`src/rtl/mwm_pkg.sv`:
```
// Shared types for the memory write monitor: run-state enum and capture entry.
package mwm_pkg;

  typedef enum logic [1:0] {
    RUN  = 2'd0,
    PASS = 2'd1,
    FAIL = 2'd2
  } state_e;

  typedef struct packed {
    logic [31:0] addr;
    logic [31:0] data;
  } entry_t;

endpackage

```
`src/rtl/mwm_fifo.sv`:
```
// Capture FIFO with a registered head (valid/addr/data) and valid/ready pop port.
module mwm_fifo
  import mwm_pkg::*;
#(
  parameter int DEPTH = 8
) (
  input  logic                     clk,
  input  logic                     reset,
  input  logic                     push,
  input  entry_t                   push_entry,
  output logic                     drop,
  input  logic                     out_ready,
  output logic                     out_valid,
  output entry_t                   out_entry,
  output logic [$clog2(DEPTH):0]   count
);

  localparam int PTR_W = $clog2(DEPTH);
  localparam int CNT_W = PTR_W + 1;

  entry_t             mem_r [DEPTH];
  logic [PTR_W-1:0]   wr_ptr_r, rd_ptr_r, rd_ptr_s;
  logic [CNT_W-1:0]   count_r, count_s;
  logic               out_valid_r;
  entry_t             out_entry_r;
  logic               pop_s, accept_s, drop_s;
  entry_t             head_s;

  // Next pointers/occupancy and the entry that will sit at the head after this edge
  always_comb begin
    pop_s    = out_valid_r && out_ready;
    accept_s = push && ((count_r != CNT_W'(DEPTH)) || pop_s);
    drop_s   = push && !accept_s;
    rd_ptr_s = pop_s ? (rd_ptr_r + PTR_W'(1)) : rd_ptr_r;
    count_s  = count_r + CNT_W'(accept_s) - CNT_W'(pop_s);
    // An entry written into the slot that becomes the head must bypass the array
    if (accept_s && (wr_ptr_r == rd_ptr_s)) begin
      head_s = push_entry;
    end else begin
      head_s = mem_r[rd_ptr_s];
    end
  end

  // Storage array write port
  always_ff @(posedge clk) begin
    if (accept_s) begin
      mem_r[wr_ptr_r] <= push_entry;
    end
  end

  // Pointers, occupancy and registered head
  always_ff @(posedge clk or negedge reset) begin
    if (!reset) begin
      wr_ptr_r    <= '0;
      rd_ptr_r    <= '0;
      count_r     <= '0;
      out_valid_r <= 1'b0;
      out_entry_r <= '0;
    end else begin
      if (accept_s) begin
        wr_ptr_r <= wr_ptr_r + PTR_W'(1);
      end
      rd_ptr_r    <= rd_ptr_s;
      count_r     <= count_s;
      out_valid_r <= (count_s != CNT_W'(0));
      if (count_s != CNT_W'(0)) begin
        out_entry_r <= head_s;
      end
    end
  end

  assign drop      = drop_s;
  assign out_valid = out_valid_r;
  assign out_entry = out_entry_r;
  assign count     = count_r;

endmodule

```
`src/rtl/mem_write_monitor.sv`:
```
// Watches CPU stores, queues them for a consumer and ends the run on a target store.
// Optional watchdog enabled by defining MWM_TIMEOUT_EN.
module mem_write_monitor
  import mwm_pkg::*;
#(
  parameter int          DEPTH       = 8,
  parameter logic [31:0] TARGET_ADDR = 32'h64,
  parameter logic [31:0] TARGET_DATA = 32'd7,
  parameter int          TIMEOUT     = 1024
) (
  input  logic                   clk,
  input  logic                   reset,
  input  logic                   mem_write,
  input  logic [31:0]            data_adr,
  input  logic [31:0]            write_data,
  output logic                   out_valid,
  input  logic                   out_ready,
  output logic [31:0]            out_addr,
  output logic [31:0]            out_data,
  output logic [$clog2(DEPTH):0] count,
  output logic                   overflow,
  output logic                   done,
  output logic                   pass,
  output logic                   timeout
);

  state_e state_r;
  logic   push_s, hit_s, drop_s, wd_expire_s;
  logic   overflow_r, done_r, pass_r, timeout_r;
  entry_t in_entry_s, head_s;

  // Capture qualification: only stores seen while the run is live
  always_comb begin
    push_s     = mem_write && (state_r == RUN);
    hit_s      = push_s && (data_adr == TARGET_ADDR);
    in_entry_s = '{addr: data_adr, data: write_data};
  end

`ifdef MWM_TIMEOUT_EN
  localparam int WD_W = $clog2(TIMEOUT + 1);
  logic [WD_W-1:0] wd_r;

  // Watchdog: counts cycles spent in RUN
  always_ff @(posedge clk or negedge reset) begin
    if (!reset) begin
      wd_r <= '0;
    end else if (state_r == RUN) begin
      wd_r <= wd_r + WD_W'(1);
    end else begin
      wd_r <= wd_r;
    end
  end

  assign wd_expire_s = (state_r == RUN) && (wd_r == WD_W'(TIMEOUT - 1));
`else
  assign wd_expire_s = 1'b0;
`endif

  mwm_fifo #(.DEPTH(DEPTH)) u_fifo (
    .clk        (clk),
    .reset      (reset),
    .push       (push_s),
    .push_entry (in_entry_s),
    .drop       (drop_s),
    .out_ready  (out_ready),
    .out_valid  (out_valid),
    .out_entry  (head_s),
    .count      (count)
  );

  // Run FSM with registered status flags; a target store outranks the watchdog
  always_ff @(posedge clk or negedge reset) begin
    if (!reset) begin
      state_r    <= RUN;
      overflow_r <= 1'b0;
      done_r     <= 1'b0;
      pass_r     <= 1'b0;
      timeout_r  <= 1'b0;
    end else begin
      if (drop_s) begin
        overflow_r <= 1'b1;
      end
      case (state_r)
        RUN: begin
          if (hit_s) begin
            done_r <= 1'b1;
            if (write_data == TARGET_DATA) begin
              state_r <= PASS;
              pass_r  <= 1'b1;
            end else begin
              state_r <= FAIL;
            end
          end else if (wd_expire_s) begin
            state_r   <= FAIL;
            done_r    <= 1'b1;
            timeout_r <= 1'b1;
          end
        end
        PASS, FAIL: state_r <= state_r;
        default: begin
          state_r <= RUN;
          done_r  <= 1'b0;
          pass_r  <= 1'b0;
        end
      endcase
    end
  end

  assign out_addr = head_s.addr;
  assign out_data = head_s.data;
  assign overflow = overflow_r;
  assign done     = done_r;
  assign pass     = pass_r;
  assign timeout  = timeout_r;

endmodule

```
`config.mk`:
```
export PLATFORM = sky130hd
export DESIGN_NAME = mem_write_monitor
export DESIGN_NICKNAME = d
export VERILOG_FILES = /design/src/rtl/mwm_pkg.sv /design/src/rtl/mwm_fifo.sv /design/src/rtl/mem_write_monitor.sv
export SDC_FILE = /design/constraint.sdc
export NUM_CORES = 1
export LEC_CHECK = 0
export ABC_CLOCK_PERIOD_IN_PS = 7500
export BUFFER_PORTS_ARGS = -buffer_cell sky130_fd_sc_hd__buf_2
export CORE_UTILIZATION = 30
export DETAILED_ROUTE_END_ITERATION = 10
export PLACE_DENSITY_LB_ADDON = 0.2
export SYNTH_ARGS = -nofsm -noshare
export SYNTH_HDL_FRONTEND = slang
export SYNTH_SLANG_ARGS = --single-unit
```
`constraint.sdc`:
```
create_clock -name clk -period 7.5 [get_ports clk]
set_clock_uncertainty 0.15 [all_clocks]
set_input_delay 0.375 -clock clk [delete_from_list [all_inputs] [get_ports clk]]
set_output_delay 0.375 -clock clk [all_outputs]
set_load 0.02 [all_outputs]
```
Word-level counts from Yosys, hierarchy flattened
Memory sizes are Yosys's and may differ from the RTL's. A register that Yosys moved wholly into a read port is not among the register bits.
Cells that the tools add are included.
- register bits after elaboration: 16
- RAM bits: 512
- input bits: 68
- output and inout bits: 73
- word-level logic and storage cells: 45
- memories: 1
- add/subtract/negate cells: 4
- equality and inequality tests: 7
- mux-type cells: 11
- bitwise logic cells: 1
- reductions and logical operators: 13
- memories (memory ; depth ; bits a word ; rd ports ; clocked after Yosys merged registers in ; write ports ; RTL line ; text):
    u_fifo.mem_r ; 8 ; 64 ; 1 ; 1 ; 1 ; mwm_fifo.sv:21 ; entry_t mem_r [DEPTH];
- operator list (cell ; count):
    32-bit by 3-bit equality test with 1-bit output (second input constant) ; 1
    32-bit by 7-bit equality test with 1-bit output (second input constant) ; 1
    3-bit by 1-bit adder with 3-bit output (second input constant) ; 2
    1-bit logical AND ; 5
    1-bit 2-to-1 mux ; 5
    4-bit by 1-bit adder with 4-bit output ; 1
    2-bit 2-to-1 mux ; 2
    4-bit != test (second input constant) ; 1
    1-bit case mux with 2 select lines ; 2
    2-bit case mux with 2 select lines ; 1
    4-bit nonzero test ; 1
    4-bit by 1-bit subtractor with 4-bit output ; 1
    3-bit 2-to-1 mux ; 1
    3-bit AND reduction ; 1
    2-bit by 1-bit equality test with 1-bit output (second input constant) ; 1
    2-bit equality test (second input constant) ; 1
    1-bit zero test ; 2
    2-bit zero test ; 1
    2-bit by 1-bit != test with 1-bit output (second input constant) ; 1
    2-bit != test (second input constant) ; 1
    2-bit AND reduction ; 1
    2-bit OR reduction ; 1
    1-bit logical OR ; 1
    1-bit inverter ; 1

Logic depth before layout (Yosys ltp)
- depth in word-level cells: 6
- gate-level depth with buffers: 13
- depth with buffers taken out: 11

Cells and area by module
From an unflattened synthesis, not the netlist that was laid out.
- cell total of the unflattened synthesis: 1695
- area, all modules: 23277.3 um2
- by module, submodules not included (module ; instances ; cells an instance ; area an instance (um2) ; sequential area each (um2)):
    mwm_fifo ; 1 ; 1648 ; 22856.9 ; 17251.5
    mem_write_monitor ; 1 ; 47 ; 420.4 ; 125.1

Worst setup path before layout
No wires, ideal clock.
- kind: reg2reg
- from: register u_fifo.count_r[2], in the netlist u_fifo.count[2]
- to: memory u_fifo.mem_r[0][0] in the netlist's numbering, enable pin
- library setup time: 0.565 ns
- arrival: 5.467 ns
- data required time: 6.785 ns
- setup slack: 1.318 ns
- cell stages (with the launch flop): 6
- path buffers: 0
- period minus slack after synthesis: 6.182 ns
- path through: dfrtp_1 > inv_1 > ha_1 > a31oi_4 > nand2b_1 > nor3_1
- cells in the longest elaborated chain, start to end: 5
- RTL lines (element ; RTL line ; text):
    start: declaration ; mwm_fifo.sv:23 ; logic [CNT_W-1:0] count_r, count_s;
    start signal: assignment ; mwm_fifo.sv:64 ; count_r <= count_s;
    4-bit != test ; mwm_fifo.sv:32 ; accept_s = push && ((count_r != CNT_W'(DEPTH)) || pop_s);
    1-bit logical OR ; mwm_fifo.sv:32 ;
    1-bit logical AND ; mwm_fifo.sv:32 ;
    net u_fifo.accept_s ; mwm_fifo.sv:26 ; logic pop_s, accept_s, drop_s;
    1-bit 2-to-1 mux ; mwm_fifo.sv:46 ; if (accept_s) begin
    1-bit 2-to-1 mux (not written as such) ; mwm_fifo.sv:47 ; mem_r[wr_ptr_r] <= push_entry;
    end: declaration ; mwm_fifo.sv:21 ;
The timed path passes the listed nets, and every way through them passes these cells.

Final worst setup path
- from: register u_fifo.out_valid_r, in the netlist u_fifo.out_valid
- to: register u_fifo.out_entry[9] (netlist name)
- cells in the longest elaborated chain, start to end: 6
- elaborated cells between the ends (all ways): 7
- those cells by class: 2 x add/sub; 1 x mux; 4 x reduce/logical
- RTL lines (element ; RTL line ; text):
    start: declaration ; mwm_fifo.sv:24 ; logic out_valid_r;
    start signal: assignment ; mwm_fifo.sv:65 ; out_valid_r <= (count_s != CNT_W'(0));
    1-bit logical AND (*) ; mwm_fifo.sv:31 ; pop_s = out_valid_r && out_ready;
    1-bit logical OR ; mwm_fifo.sv:32 ;
    1-bit logical AND ; mwm_fifo.sv:32 ;
    4-bit by 1-bit adder with 4-bit output ; mwm_fifo.sv:35 ; count_s = count_r + CNT_W'(accept_s) - CNT_W'(pop_s);
    4-bit by 1-bit subtractor with 4-bit output ; mwm_fifo.sv:35 ;
    4-bit nonzero test ; mwm_fifo.sv:66 ; if (count_s != CNT_W'(0)) begin
Every way passes the cells marked *; elsewhere a longest branch is shown, timed or not.
A chain may end at the register's enable or synchronous reset.

==> results_dict.tcl <==
set metrics [dict create \
    clockBufferDepth 3 \
    antenna_found_initial 6 \
    path_clk_slew_ns 0.06 \
    die_w_um 282 \
    powerDensity_nw_per_um2 400 \
    route.vias.total 15000 \
    cpLargestDelayFamily "buffers and inverters" \
    setup_viol 0 \
    n_fill_cell 7509 \
    final_cell_mix "edfxtp_1, nand2_1, buf_2" \
    cts-resized-gates 0 \
    outcome "finished clean" \
    die_h_um 282 \
    worst_ep_required_time_ns 7.89 \
    syn_inst 1785 \
    swShare 0.366 \
    fin_area_um2 27700 \
    cts_tree "built" \
    layout.nets 2032 \
    cts_sinks 592 \
    synth-seq-cells 592 \
    wl_per_cell_um 21.5 \
    final_common_cell "edfxtp_1" \
    hold_class "in2reg" \
    via_per_inst 4.91 \
    placed_cell_area_um2 25100 \
    yosys.cell_types.count 55 \
    crit_path_start_kind "flip-flop" \
    core.rowCount 102 \
    clock_latency_ns 0.63 \
    ctsHtreeMaxLevel 2 \
    grt.total_usage 0.166 \
    ir_drop_mv 0.218 \
    ctsHoldBuffers 65 \
    p_sw_w 0.00406 \
    dieArea_um2 79400 \
    numCtsBuffers 60 \
    ioPinCount 141 \
    drv_slew 0 \
    worstSetupPathType "reg2reg" \
    drtIter0Drc 1172 \
    max_stage_delay_ns 0.92 \
    grt_first_pass_wirelength_um 97900 \
    fmax_mhz 219 \
    finalCriticalPeriod_ns 4.56 \
    wl_um 65400 \
    port_buffers 139 \
    root_buffer "clkbuf_16" \
    cp_slowest_cell "and2_4" \
    cp_max_fo 74 \
    syn-num-nets 1862 \
    rsz0062_at_grt "false" \
    crit_buf_inv 2 \
    grt_pass1_vias 15000 \
    combPwrFrac 0.328 \
    grt_max_degree 100 \
    dp_hpwl_um 34300 \
    ys_async_sr_fraction 0.135 \
    syn_area_um2 23500 \
    min_period_over_period 0.608 \
    post_cts_buffers 0 \
    relSlewSlack 0.227 \
    drive_above_1_share 0.140 \
    critical_path.cell_chain "a21bo_4 -> and2_4 -> buf_4 -> buf_4 -> nand2_1 -> a31oi_1 -> nand4_1 -> a31oi_1" \
    seqPwrFrac 0.411 \
    syn_to_final_growth_pct 17.9 \
    cp_data_arrival_time_ns 4.96 \
    drc 0 \
    dr.pass1.iters 5 \
    synth_edf_count 512 \
    tightest_slew_ns 1.16 \
    drtAntennaViolNets 0 \
    internal-power_w 0.00703 \
    synth_top_flop_cell "edfxtp_1" \
    syn_area_per_cell_um2 13.2 \
    endpoint_kind "flip-flop" \
    whs_ns 0.0713 \
    grt_remaining_overflow 0 \
    clkPwrFrac 0.261 \
    synth.yosys.seq_area_share 0.740 \
    hold_viol 0 \
    start_util 0.303 \
    drv_cap 0 \
    yosysWarnings 0 \
    globalplace.congestion 0.746 \
    leakage_nw 9.66 \
    coreArea_um2 77500 \
    fin_tns_setup_ns 0 \
]
-- worst reg2reg max path, cell delays in order, from the launching register on --
cell and delay [ns]:
dfrtp_1 0.46, a21bo_4 0.76, and2_4 0.95, buf_4 0.70, buf_4 0.72, nand2_1 0.21, a31oi_1 0.21, nand4_1 0.11
a31oi_1 0.22
-- power by group through the flow --
stage | Combinational [W] | Sequential (W) | Clock [W]
2_1_floorplan | 0.00225 | 0.00478 | 0
3_3_place_gp | 0.00364 | 0.00462 | 0
6_report | 0.00364 | 0.00455 | 0.00290
4_1_cts | 0.00374 | 0.00456 | 0.00297
5_1_grt | 0.00405 | 0.00461 | 0.00309
3_5_place_dp | 0.00371 | 0.00463 | 0
-- area by class of cell --
cell class / count / area [um^2] / area share
clock buffers: 91 / 1770 / 0.0639
diodes: 2 / 5.00 / 0.000181
multi-input cells: 1061 / 5530 / 0.200
repair buffers: 228 / 1530 / 0.0552
well taps: 1040 / 1300 / 0.0470
flip-flops and latches: 592 / 17400 / 0.627
clock inverters: 22 / 140 / 0.00506
inverters: 12 / 52.6 / 0.00190
-- cells by family after synthesis --
group / share of synthesized area
XOR/XNOR: 0.00426
buffers and inverters: 0.0290
adder cells (fa/ha/maj): 0.00511
flip-flops: 0.740
AO/OA/AOI/OAI: 0.0623
other: 0.000160
multiplexers: 0.000479
AND/OR/NAND/NOR: 0.159
-- metal layers --
| metal | wire length, um | global-route usage | part of all wire |
|---|---|---|---|
| met1 | 29000 | 0.217 | 0.44 |
| met2 | 31800 | 0.280 | 0.49 |
| met3 | 3050 | 0.0285 | 0.047 |
| met4 | 1540 | 0.0475 | 0.023 |
| met5 | 48 | 0 | 0.00073 |
-- synthesized netlist by cell type, types with 8 or more instances --
master | number | share of area
buf_2 | 51 | 0.011
ha_1 | 8 | 0.0043
inv_1 | 10 | 0.0016
a31oi_1 | 128 | 0.034
nand2_1 | 460 | 0.074
and3_1 | 66 | 0.018
edfxtp_1 | 512 | 0.65
nor2_1 | 77 | 0.012
dfrtp_1 | 80 | 0.085
nor4_1 | 10 | 0.0027
buf_4 | 12 | 0.0038
clkbuf_1 | 45 | 0.0072
buf_6 | 10 | 0.0048
nand3_1 | 130 | 0.028
nand4_1 | 67 | 0.018
a211oi_1 | 64 | 0.020
-- metrics by stage --
stage / power [W] / worst slack (ns) / utilization / std cells
6_report: 0.0111 / 2.94 / 0.358 / 3048
5_1_grt: 0.0117 / 2.57 / 0.358 / 3047
4_1_cts: 0.0113 / 2.88 / 0.358 / 3046
3_5_place_dp: 0.00834 / 2.82 / 0.324 / 2868
3_3_place_gp: 0.00826 / 2.90 / 0.324 / 2868
2_1_floorplan: 0.00704 / 1.32 / - / 1785
-- path summary, 6_finish.rpt --
path                                  start                    to  slack, ns  depth (start not counted)
max                        u_fifo.out_valid   u_fifo.out_entry[9]       2.94                          8
min                               out_ready    u_fifo.rd_ptr_r[2]       0.07                          3
max reg2reg                u_fifo.out_valid   u_fifo.out_entry[9]       2.94                          8
min reg2reg                        overflow              overflow       0.35                          1
max in group asynchronous             reset  u_fifo.out_entry[26]       5.73                          3
min in group asynchronous             reset  u_fifo.out_entry[45]       0.10                          2
-- state kept, by name, summed over array words and instances, names as in the netlist --
signal and count:
done 1, overflow 1, pass 1, state_r 2, u_fifo.count 4, u_fifo.mem_r 512
u_fifo.out_entry 64, u_fifo.out_valid 1, u_fifo.rd_ptr_r 3, u_fifo.wr_ptr_r 3
No activity file was read; power rests on OpenSTA's default activity.
